<file path="src/rtl/fetch_unit.sv">
// fetch_unit: in-order instruction fetch front end with a 2-entry decode FIFO.
// Issues sequential fetches, tags returned words with their PC, and handles
// branch/jump redirects by flushing the FIFO and draining stale responses.
//
// Ports:
//   clk, rst          clock, asynchronous active-high reset
//   imem_req_*        fetch request (valid/ready handshake, address)
//   imem_resp_*       in-order returned instruction words
//   redirect_*        redirect request and target PC
//   inst_valid/ready  decode handshake; instruction/inst_pc = FIFO head
//   fetch_misalign    sticky misaligned-redirect flag, present only when
//                     FETCH_MISALIGN_CHECK_EN is defined
module fetch_unit #(
    parameter int                    DATA_WIDTH = 32,
    parameter logic [DATA_WIDTH-1:0] RESET_PC   = DATA_WIDTH'(32'h0000_0000)
) (
    input  logic                  clk,
    input  logic                  rst,
    output logic                  imem_req_valid,
    output logic [DATA_WIDTH-1:0] imem_req_addr,
    input  logic                  imem_req_ready,
    input  logic                  imem_resp_valid,
    input  logic [31:0]           imem_resp_data,
    input  logic                  redirect_valid,
    input  logic [DATA_WIDTH-1:0] redirect_pc,
    output logic                  inst_valid,
    input  logic                  inst_ready,
    output logic [31:0]           instruction,
    output logic [DATA_WIDTH-1:0] inst_pc
`ifdef FETCH_MISALIGN_CHECK_EN
    ,
    output logic                  fetch_misalign
`endif
);

    typedef enum logic {
        FETCH,
        DRAIN
    } state_t;

    state_t                state;
    logic [DATA_WIDTH-1:0] pc;
    logic [1:0]            outstanding;
    logic [1:0]            count;
    logic                  rd_ptr;
    logic                  wr_ptr;
    logic [31:0]           fifo_inst [2];
    logic [DATA_WIDTH-1:0] fifo_pc   [2];

    logic                  blocked;
    logic [DATA_WIDTH-1:0] target;
    logic                  req_fire;
    logic                  resp_take;
    logic                  push;
    logic                  pop;
    logic [1:0]            out_next;
    logic [DATA_WIDTH-1:0] resp_pc;

`ifdef FETCH_MISALIGN_CHECK_EN
    logic misalign_q;

    always_ff @(posedge clk or posedge rst) begin
        if (rst) begin
            misalign_q <= 1'b0;
        end else if (redirect_valid && (redirect_pc[1:0] != 2'b00)) begin
            misalign_q <= 1'b1;
        end
    end

    assign fetch_misalign = misalign_q;
    assign blocked        = misalign_q;
    assign target         = redirect_pc;
`else
    assign blocked = 1'b0;
    assign target  = redirect_pc & ~{{(DATA_WIDTH-2){1'b0}}, 2'b11};
`endif

    // Outstanding requests plus buffered words never exceed the FIFO depth,
    // so every live response is guaranteed a free slot.
    assign imem_req_valid = (state == FETCH) && !blocked &&
                            (({1'b0, outstanding} + {1'b0, count}) < 3'd2);
    assign imem_req_addr  = pc;

    assign req_fire  = imem_req_valid && imem_req_ready;
    assign resp_take = imem_resp_valid && (outstanding != 2'd0);
    assign push      = resp_take && (state == FETCH) && !redirect_valid;
    assign pop       = inst_valid && inst_ready && !redirect_valid;
    assign out_next  = outstanding + 2'(req_fire) - 2'(resp_take);

    // In FETCH the in-flight requests are consecutive words ending at pc-4,
    // so the oldest one sits outstanding words behind the fetch PC.
    assign resp_pc = pc - {{(DATA_WIDTH-4){1'b0}}, outstanding, 2'b00};

    assign inst_valid  = (count != 2'd0);
    assign instruction = fifo_inst[rd_ptr];
    assign inst_pc     = fifo_pc[rd_ptr];

    always_ff @(posedge clk or posedge rst) begin
        if (rst) begin
            state        <= FETCH;
            pc           <= RESET_PC;
            outstanding  <= 2'd0;
            count        <= 2'd0;
            rd_ptr       <= 1'b0;
            wr_ptr       <= 1'b0;
            fifo_inst[0] <= '0;
            fifo_inst[1] <= '0;
            fifo_pc[0]   <= '0;
            fifo_pc[1]   <= '0;
        end else begin
            outstanding <= out_next;
            if (redirect_valid) begin
                // Everything still in flight now belongs to the old path.
                pc     <= target;
                count  <= 2'd0;
                rd_ptr <= 1'b0;
                wr_ptr <= 1'b0;
                state  <= (out_next != 2'd0) ? DRAIN : FETCH;
            end else begin
                if (req_fire) begin
                    pc <= pc + DATA_WIDTH'(4);
                end
                if (push) begin
                    fifo_inst[wr_ptr] <= imem_resp_data;
                    fifo_pc[wr_ptr]   <= resp_pc;
                    wr_ptr            <= ~wr_ptr;
                end
                if (pop) begin
                    rd_ptr <= ~rd_ptr;
                end
                count <= count + 2'(push) - 2'(pop);
                case (state)
                    FETCH:   state <= FETCH;
                    DRAIN:   if (out_next == 2'd0) state <= FETCH;
                    default: state <= FETCH;
                endcase
            end
        end
    end

endmodule

</file>
<file path="config.mk">
export PLATFORM = sky130hd
export DESIGN_NAME = fetch_unit
export DESIGN_NICKNAME = d
export VERILOG_FILES = /design/src/rtl/fetch_unit.sv
export SDC_FILE = /design/constraint.sdc
export NUM_CORES = 1
export LEC_CHECK = 0
export CAP_MARGIN = 20
export CORE_MARGIN = 2
export CORE_UTILIZATION = 55
export CTS_BUF_LIST = sky130_fd_sc_hd__clkbuf_16
export CTS_CLUSTER_DIAMETER = 150
export DETAILED_ROUTE_END_ITERATION = 8
export GPL_ROUTABILITY_DRIVEN = 0
export PLACE_DENSITY_LB_ADDON = 0.15
export SLEW_MARGIN = 5
export SYNTH_ARGS = -nofsm -noshare
export SYNTH_HDL_FRONTEND = slang
export SYNTH_SLANG_ARGS = --single-unit
export TNS_END_PERCENT = 5
</file>
<file path="constraint.sdc">
create_clock -name clk -period 9 [get_ports clk]
set_clock_uncertainty 0.2 [all_clocks]
set_input_delay 0.9 -clock clk [delete_from_list [all_inputs] [get_ports clk]]
set_output_delay 0.9 -clock clk [all_outputs]
set_load 0.02 [all_outputs]
</file>
**Word level (Yosys, flattened, before mapping)**

Index checks and enable logic that the tools add are counted.

- Word-level logic and storage cells: 65
- Bits in read-only memories: 0
- Memory bits (writable): 0
- Memories kept: 0
- Flip-flop bits (word level): 167
- Bits in latches: 0

- Mux-type cells: 21
- Magnitude comparators: 4
- Bitwise gates (word level): 6
- Multiply operators: 0
- Reductions and logical operators: 17
- Shift-type cells: 0
- Div/mod/pow operators: 0
- $add $sub $neg: 7
- Equal/unequal tests: 0

Operators by type and width:

| kind | count |
|---|---|
| two-way mux 32 bit | 9 |
| bitwise mux 64 bit | 2 |
| adder 32 x 3 -> 32 bit, second input constant | 1 |
| demux 32 bit (select 1 bit) | 1 |
| subtractor 32 x 4 -> 32 bit | 1 |
| nonzero test 2 bit | 6 |
| logical AND 1 bit | 8 |
| two-way mux 1 bit | 7 |
| adder 2 x 1 -> 2 bit | 2 |
| greater-or-equal comparator 2 bit, second input constant | 2 |
| inverter 1 bit | 4 |
| inverter 1 -> 2 bit | 2 |
| subtractor 2 x 1 -> 2 bit | 2 |
| adder 2 x 2 -> 3 bit | 1 |
| < comparator 3 x 2 -> 1 bit, second input constant | 1 |
| logical NOT 2 bit | 1 |
| < comparator 2 x 1 -> 1 bit, second input constant | 1 |
| two-way mux 2 bit | 1 |
| case mux 1 bit (2 select lines) | 1 |
| AND reduction 2 bit | 1 |
| logical NOT 1 bit | 1 |

**Logic depth before layout (Yosys ltp)**

Gate-level depths: netlist of run 1.

- Depth in word-level cells: 10
- Mapped depth: 11
- Gate-level depth less buffers: 11

**Worst setup path after synthesis of run 1**

OpenSTA, ideal clock, no wires.

- Kind: register -> register
- Start: register outstanding[0]
- End: register pc[31] (netlist: imem_req_addr[31])
- Setup slack: 5,769 ps
- Cell stages (with the launch flop): 11
- Arrival: 2,907 ps
- Library setup time: 125 ps
- Path through: dfrtp_1 > and2_1 > fa_1 > nor3_4 > and2_2 > inv_2 > or4_4 > buf_6 > nor4_2 > xor2_1 > mux2_2

- Longest elaborated chain between the ends: 5

Ends and longest elaborated chain:

| item | line | source |
|---|---|---|
| start: declaration | 43 | `logic [1:0] outstanding;` |
| start signal: assignment | 111 | `outstanding <= out_next;` |
| adder 2 x 2 -> 3 bit | 81 | `(({1'b0, outstanding} + {1'b0, count}) < 3'd2);` |
| < comparator 3 x 2 -> 1 bit | 81 |  |
| logical AND 1 bit | 80 | `assign imem_req_valid = (state == FETCH) && !blocked &&` |
| net imem_req_valid | 19 | `output logic imem_req_valid,` |
| logical AND 1 bit | 84 | `assign req_fire = imem_req_valid && imem_req_ready;` |
| nonzero test 2 bit (no line) | - |  |
| end signal: assignment | 114 | `pc <= target;` |
| end signal: assignment | 121 | `pc <= pc + DATA_WIDTH'(4);` |
| end: declaration | 42 | `logic [DATA_WIDTH-1:0] pc;` |

The timed path passes the listed nets, and every way through them passes these cells.
A chain may end at the register's enable or synchronous reset.

**Final worst setup path of run 1**

- Start: register rd_ptr
- End: output port inst_pc[26]

- Longest elaborated chain between the ends: 4

Ends and longest elaborated chain:

| item | line | source |
|---|---|---|
| start: declaration | 45 | `logic rd_ptr;` |
| start signal: assignment | 129 | `rd_ptr <= ~rd_ptr;` |
| inverter 1 -> 2 bit (implied by the code) | 96 | `assign inst_pc = fifo_pc[rd_ptr];` |
| two-way mux 32 bit (implied by the code) (3 in series) | 96 |  |
| end: declaration | 29 | `output logic [DATA_WIDTH-1:0] inst_pc` |

No other way between the ends. The select of a mux whose other input is x is not followed.

==> metrics.md, run 1 <==
| Metric | Value |
|---|---|
| CTS H-tree lvls | `4` |
| ANT cells | `0` |
| Ranking of synthesized cells by area | `dfrtp_1 (51%), mux2_2 (14%), nand2_1 (9.2%)` |
| Port Buffers | `161` |
| GRT Total Usage | `0.246` |
| Die Area | `15500 um^2` |
| Period minus WS final | `3610 ps` |
| Clock transition at path regs | `60 ps` |
| Multi-input gate area | `3640 um^2` |
| # DRC | `0` |
| Number of synthesis warnings | `0` |
| # hold bufs at CTS | `0` |
| Vias in the first global route | `6170` |
| CTS tree | `done` |
| Clk network pwr share | `0.220` |
| Total CTS buffers | `17` |
| Main flop type after synthesis | `dfrtp_1` |
| Pin count of the biggest net entering global routing | `91` |
| Lkg Pwr | `4.45 nW` |
| Sequential cell area | `4030 um^2` |
| P_sw | `1.08 mW` |
| Slew Viols, Final | `0` |
| Post-CTS setup buffer count | `0` |
| Initial antenna violation count | `0` |
| Crit path kind | `flip-flop to primary output` |
| Final ANT Viol Nets | `0` |
| DR vias | `6028` |
| HPWL after detailed placement | `12300 um` |
| Sequential fraction of design power | `0.378` |
| Worst Path Arrival | `2510 ps` |
| DRC marker count from the first detailed-route iteration | `434` |
| Placed inst area | `9600 um^2` |
| Worst endpoint required time | `7900 ps` |
| Critical path startpoint category | `flip-flop` |
| Cells after Synth | `798` |
| Worst-path fanout max | `62` |
| Leading area contributor after synthesis | `dfrtp_1` |
| Comb power frac | `0.401` |
| Layout area overhead | `27.7%` |
| Tcrit/Tclk final | `0.401` |
| Worst min-delay path category | `flip-flop to flip-flop` |
| I/O pins | `168` |
| Row count | `43` |
| Switching share of total power | `0.350` |
| Count of unique library cells instantiated by Yosys | `45` |
| Worst reg2reg path depth | `9` |
| DR vias/cell | `5.40` |
| Number of flops mapped to enable cells by yosys | `0` |
| Clock sink count | `161` |
| Fin util | `0.727` |
| Core Area | `14000 um^2` |
| Post-cts sizing count | `0` |
| DRT Pass-1 Iters | `4` |
| Max Freq | `0.277 GHz` |
| Design Area, Final | `10200 um^2` |
| CP endpoint kind | `primary output` |
| Final-stage net count | `1003` |
| Syn_area_per_cell | `9.98 um^2` |
| Share of the synthesized area in the top cell type | `0.506` |
| Layout cell share with drive strength beyond 1 | `0.163` |
| Final Hold Violating Endpoints | `0` |
| Hold Crit Depth | `2` |
| P per Cell Area | `302 nW/um^2` |
| Height of the chip | `124 um` |
| Post-DR wirelength/cell | `16.5 um` |
| Fillers | `1021` |
| Initial Util | `0.569` |
| Clock Tree Buf Depth | `2` |
| Root buffer cell | `clkbuf_16` |
| Max Cap Violations | `0` |
| Peak VDD IR | `0.000146 V` |
| Synthesized flop and latch total | `161` |
| Cell area after synthesis | `7960 um^2` |
| Setup TNS | `0 ps` |
| First-pass GRT wire length | `30900 um` |
| Unrepaired setup endpoints after global routing | `no` |
| Slew @ Worst Pin | `1030 ps` |
| Design internal power | `2.00 mW` |
| Status | `completed` |
| Grt total ovfl | `0` |
| Die Wd | `124 um` |
| DRT Wirelength | `18400 um` |
| Sequential cell area fraction in the yosys report | `0.506` |
| Slew headroom | `0.313` |
| Clk_lat worst skew | `420 ps` |
| Post-synth ARST share | `1.00` |
| Finish-stage setup viols | `0` |
-- power by group through the flow --
stage / clock network [mW] / logic [mW] / registers, mW
floorplan: 0 / 0.768 / 1.12
global placement: 0 / 1.20 / 1.14
detailed placement: 0 / 1.24 / 1.17
CTS: 0.691 / 1.25 / 1.16
global route: 0.726 / 1.33 / 1.20
finish: 0.676 / 1.23 / 1.16
-- per-layer routing --
| metal | wire, um | GRT usage | vias to the layer above |
|---|---|---|---|
| met2 | 8950 | 0.400 | 186 |
| met5 | 0 | 0 | - |
| met4 | 264 | 0.0714 | 0 |
| met3 | 828 | 0.0477 | 23 |
| met1 | 8390 | 0.337 | 2884 |
| li1 | - | - | 2935 |
-- cell usage in the layout (no fill, tap or decap), drive strengths merged, types with 2 or more instances in the layout --
cell and count:
fa 2, mux2i 2, or4 3, mux2 100, and3 3, o21ai 84, nor2 17, buf 6
nand3 16, dfrtp 161, or3 3, nor4 13, and4 2, nand4 12, and2 2, clkinv 8
ha 7, clkdlybuf4s50 160, or2 4, nand2 195, conb 4, xnor2 38, xor2 23, nand3b 2
nor2b 4, clkbuf 17, clkinvlp 4, inv 16, nor3 20
-- cell type report --
cell class	instances	area share
clock inverter	15	0.0137
multi-input combinational	564	0.358
clock buffer	17	0.0419
inverter	14	0.00566
sequential	161	0.397
tap	180	0.0222
timing repair buffer	166	0.162
-- cell families after synthesis --
kind of cell / synth area share
buffers and inverters: 0.0394
DFF: 0.506
and+or+nand+nor: 0.171
other: 0.000471
muxes: 0.144
adders and majority gates: 0.0160
AOI/OAI and AO/OA: 0.0555
xor gates and xnor gates: 0.0671
-- path summary, 6_finish.rpt --
check                                           from                       endpoint  slack, ps
max in group asynchronous                        rst             rd_ptr$_DFFE_PP0P_       6300
hold reg to reg            fifo_inst[61]$_DFFE_PP0P_      fifo_inst[61]$_DFFE_PP0P_        270
setup reg to reg            outstanding[0]$_DFF_PP0_  imem_req_addr[31]$_DFFE_PP0N_       5630
min in group asynchronous                        rst      fifo_inst[57]$_DFFE_PP0P_        800
setup / recovery                  rd_ptr$_DFFE_PP0P_                    inst_pc[26]       5390
hold / removal             fifo_inst[61]$_DFFE_PP0P_      fifo_inst[61]$_DFFE_PP0P_        270
-- Yosys cell counts (2+ instances only) --
library cell  instances
nor3_1               19
mux2i_1               2
or4_1                 2
nor2b_1               4
clkbuf_1             51
dfrtp_1             161
fa_1                  2
inv_1                13
o21ai_1              13
buf_4                 4
and3_1                3
or3_1                 3
and4_1                2
nand3_1              16
mux2_2              100
nand3b_1              2
nor2_1               17
buf_2                 4
nor4_2                2
ha_1                  7
or2_2                 4
nand4_1              11
nor4_1               11
nand2_1             195
xor2_1               23
xnor2_1              38
o21ai_0              71
-- through the flow --
stage | power (mW) | setup slack (ps) | hold WS (ps) | std cells
floorplan | 1.89 | 3550 | 242 | 801
global route | 3.26 | 5280 | 286 | 1117
CTS | 3.10 | 5370 | 274 | 1117
global placement | 2.34 | 5530 | 253 | 1085
finish | 3.07 | 5390 | 271 | 1117
detailed placement | 2.41 | 5470 | 259 | 1085
-- registers in the layout, indices dropped and copies added, names as in the netlist --
signal / count
fifo_pc: 60
rd_ptr: 1
imem_req_addr: 30
state: 1
wr_ptr: 1
count: 2
outstanding: 2
fifo_inst: 64
-- worst max-delay path: stages, from the launching register on --
cell             delay, ps
dfrtp_2                360
buf_4                  640
mux2_2                 430
clkdlybuf4s50_1        590
Note: power is estimated with default switching activity, not from simulation.
==> run 2, diff against run 1 <==
--- a/config.mk
+++ b/config.mk
@@ -7,7 +7,7 @@
 export LEC_CHECK = 0
 export CAP_MARGIN = 20
 export CORE_MARGIN = 2
-export CORE_UTILIZATION = 55
+export CORE_UTILIZATION = 52
 export CTS_BUF_LIST = sky130_fd_sc_hd__clkbuf_16
 export CTS_CLUSTER_DIAMETER = 150
 export DETAILED_ROUTE_END_ITERATION = 8
==> constraint.sdc (replaced) <==
create_clock -name clk -period 3.5 [get_ports clk]
set_clock_uncertainty 0.2 [all_clocks]
set_input_delay 0.35 -clock clk [delete_from_list [all_inputs] [get_ports clk]]
set_output_delay 0.35 -clock clk [all_outputs]
set_load 0.02 [all_outputs]
==> run 2 against run 1 <==
- critical path depth increased by 6
- routed wire length decreased by 2.8%
- cell count increased by 1.3%
- critical endpoint is now imem_req_addr[31]$_DFFE_PP0N_
- sequential share of layout area decreased by 0.31 points
==> metrics.md, run 2 (synthesis gave the netlist of run 1 again) <==
| Metric | Value |
|---|---|
| Status | `completed` |
| Max Freq | `0.325 GHz` |
| Final Hold Violating Endpoints | `0` |
| Worst Path Arrival | `3180 ps` |
| Initial antenna violation count | `0` |
| DR vias | `6044` |
| Core Area | `15100 um^2` |
| Initial Util | `0.528` |
| Multi-input gate area | `3640 um^2` |
| # hold bufs at CTS | `0` |
| Total power | `7.90 mW` |
| Height of the chip | `128 um` |
| Grt total ovfl | `0` |
| Setup crit start | `outstanding[0]$_DFF_PP0_` |
| Final-stage net count | `1009` |
| Tcrit/Tclk final | `0.880` |
| Post-cts sizing count | `0` |
| ANT cells | `0` |
| R2R Path Start | `outstanding[0]$_DFF_PP0_` |
| GRT Total Usage | `0.226` |
| Fillers | `1143` |
| Setup crit end | `imem_req_addr[31]$_DFFE_PP0N_` |
| Most common cell after layout, fill and taps aside | `nand2_1` |
| Clock transition at path regs | `60 ps` |
| # DRC | `0` |
| Die Area | `16300 um^2` |
| DRT Pass-1 Iters | `5` |
| Total CTS buffers | `17` |
| Most frequent cells in the layout | `nand2_1 (194), dfrtp_1 (160), clkdlybuf4s50_1 (160)` |
| DRT Wirelength | `17900 um` |
| Crit path kind | `flip-flop to flip-flop` |
| Flip-flop count of the largest register after layout | `64` |
| Finish-stage setup viols | `0` |
| Slew headroom | `0.358` |
| WHS | `222 ps` |
| Row count | `45` |
| Worst endpoint required time | `3600 ps` |
| CP endpoint kind | `flip-flop` |
| Critical path startpoint category | `flip-flop` |
| Layout area overhead | `28.6%` |
| Worst min-delay path category | `input port to async pin` |
| R2R setup slack | `420 ps` |
| HPWL after detailed placement | `12100 um` |
| Port Buffers | `161` |
| Design Area, Final | `10200 um^2` |
| Setup TNS | `0 ps` |
| Peak VDD IR | `0.000350 V` |
| CTS tree | `done` |
| Clk_lat worst skew | `420 ps` |
| Slew @ Worst Pin | `963 ps` |
| Sequential cell area | `4030 um^2` |
| Placed inst area | `9690 um^2` |
| Post-CTS setup buffer count | `0` |
| DRC marker count from the first detailed-route iteration | `380` |
| Lkg Pwr | `4.49 nW` |
| CTS H-tree lvls | `4` |
| Pin count of the biggest net entering global routing | `91` |
| Root buffer cell | `clkbuf_16` |
| Worst-path fanout max | `6` |
| Largest Register | `fifo_inst` |
| First-pass GRT wire length | `29300 um` |
| P per Cell Area | `771 nW/um^2` |
| Unrepaired setup endpoints after global routing | `no` |
| Final ANT Viol Nets | `0` |
| Vias in the first global route | `5921` |
| Clock Tree Buf Depth | `2` |
| Clock sink count | `161` |
| Worst reg2reg path depth | `9` |
| I/O pins | `168` |
| Slew Viols, Final | `0` |
| Period minus WS final | `3080 ps` |
| Die Wd | `128 um` |
| Post-DR wirelength/cell | `15.8 um` |
| Max Cap Violations | `0` |
| DR vias/cell | `5.34` |
| Layout cell share with drive strength beyond 1 | `0.163` |
| R2R Path End | `imem_req_addr[31]$_DFFE_PP0N_` |
[run 2: changes by cell type in the layout (fill, tap and decap cells not counted)]
cell        before  now
buf_12           0    3
bufinv_16        1    2
inv_1           12   13
clkinv_1         1    5
clkinv_2         1    4
buf_4            5    8
inv_6            3    0
clkinvlp_4       4    3
clkinv_4         6    1
[run 2: how the worst min path moves through the flow]
stage	end	slack (ps)	depth (start not counted)
after detailed placement	fifo_inst[43]$_DFFE_PP0P_	260	2
after CTS	imem_req_addr[15]$_DFFE_PP0N_	230	2
after global placement	fifo_inst[48]$_DFFE_PP0P_	250	2
after floorplan	fifo_inst[32]$_DFFE_PP0P_	240	2
final	fifo_pc[49]$_DFFE_PP0P_	220	2
after global routing	imem_req_addr[23]$_DFFE_PP0N_	270	3
[run 2: area by class of cell]
class                      instances  area share
sequential                       161       0.393
multi-input combinational        564       0.356
timing repair buffer             172       0.169
clock buffer                      17      0.0415
tap                              188      0.0230
clock inverter                    15      0.0123
inverter                          14     0.00550
[run 2: worst max-delay path, cell delays in order (launching register included)]
cell,delay (ps)
dfrtp_1,410
and2_1,180
fa_1,480
nor3_4,200
and2_2,180
inv_2,70
or4_4,590
nor4_2,290
xor2_1,100
mux2_2,260
[run 2: metrics by stage]
stage | worst slack, ps | utilization | instances
after CTS | 394 | 0.679 | 1131
after floorplan | 269 | - | 801
final | 420 | 0.679 | 1131
after global placement | 441 | 0.642 | 1099
after global routing | 297 | 0.679 | 1131
after detailed placement | 415 | 0.642 | 1099
[run 2: metal layers]
layer / wire length (um) / track usage
met1: 8240 / 0.312
met2: 8580 / 0.369
met3: 949 / 0.0467
met4: 155 / 0.0543
met5: 0 / 0
[run 2: where the power goes]
group / switching, mW / total [mW] / internal, mW
sequential: 0.425 / 2.98 / 2.55
clock: 0.723 / 1.75 / 1.03
combinational: 1.56 / 3.17 / 1.61
total: 2.70 / 7.90 / 5.20
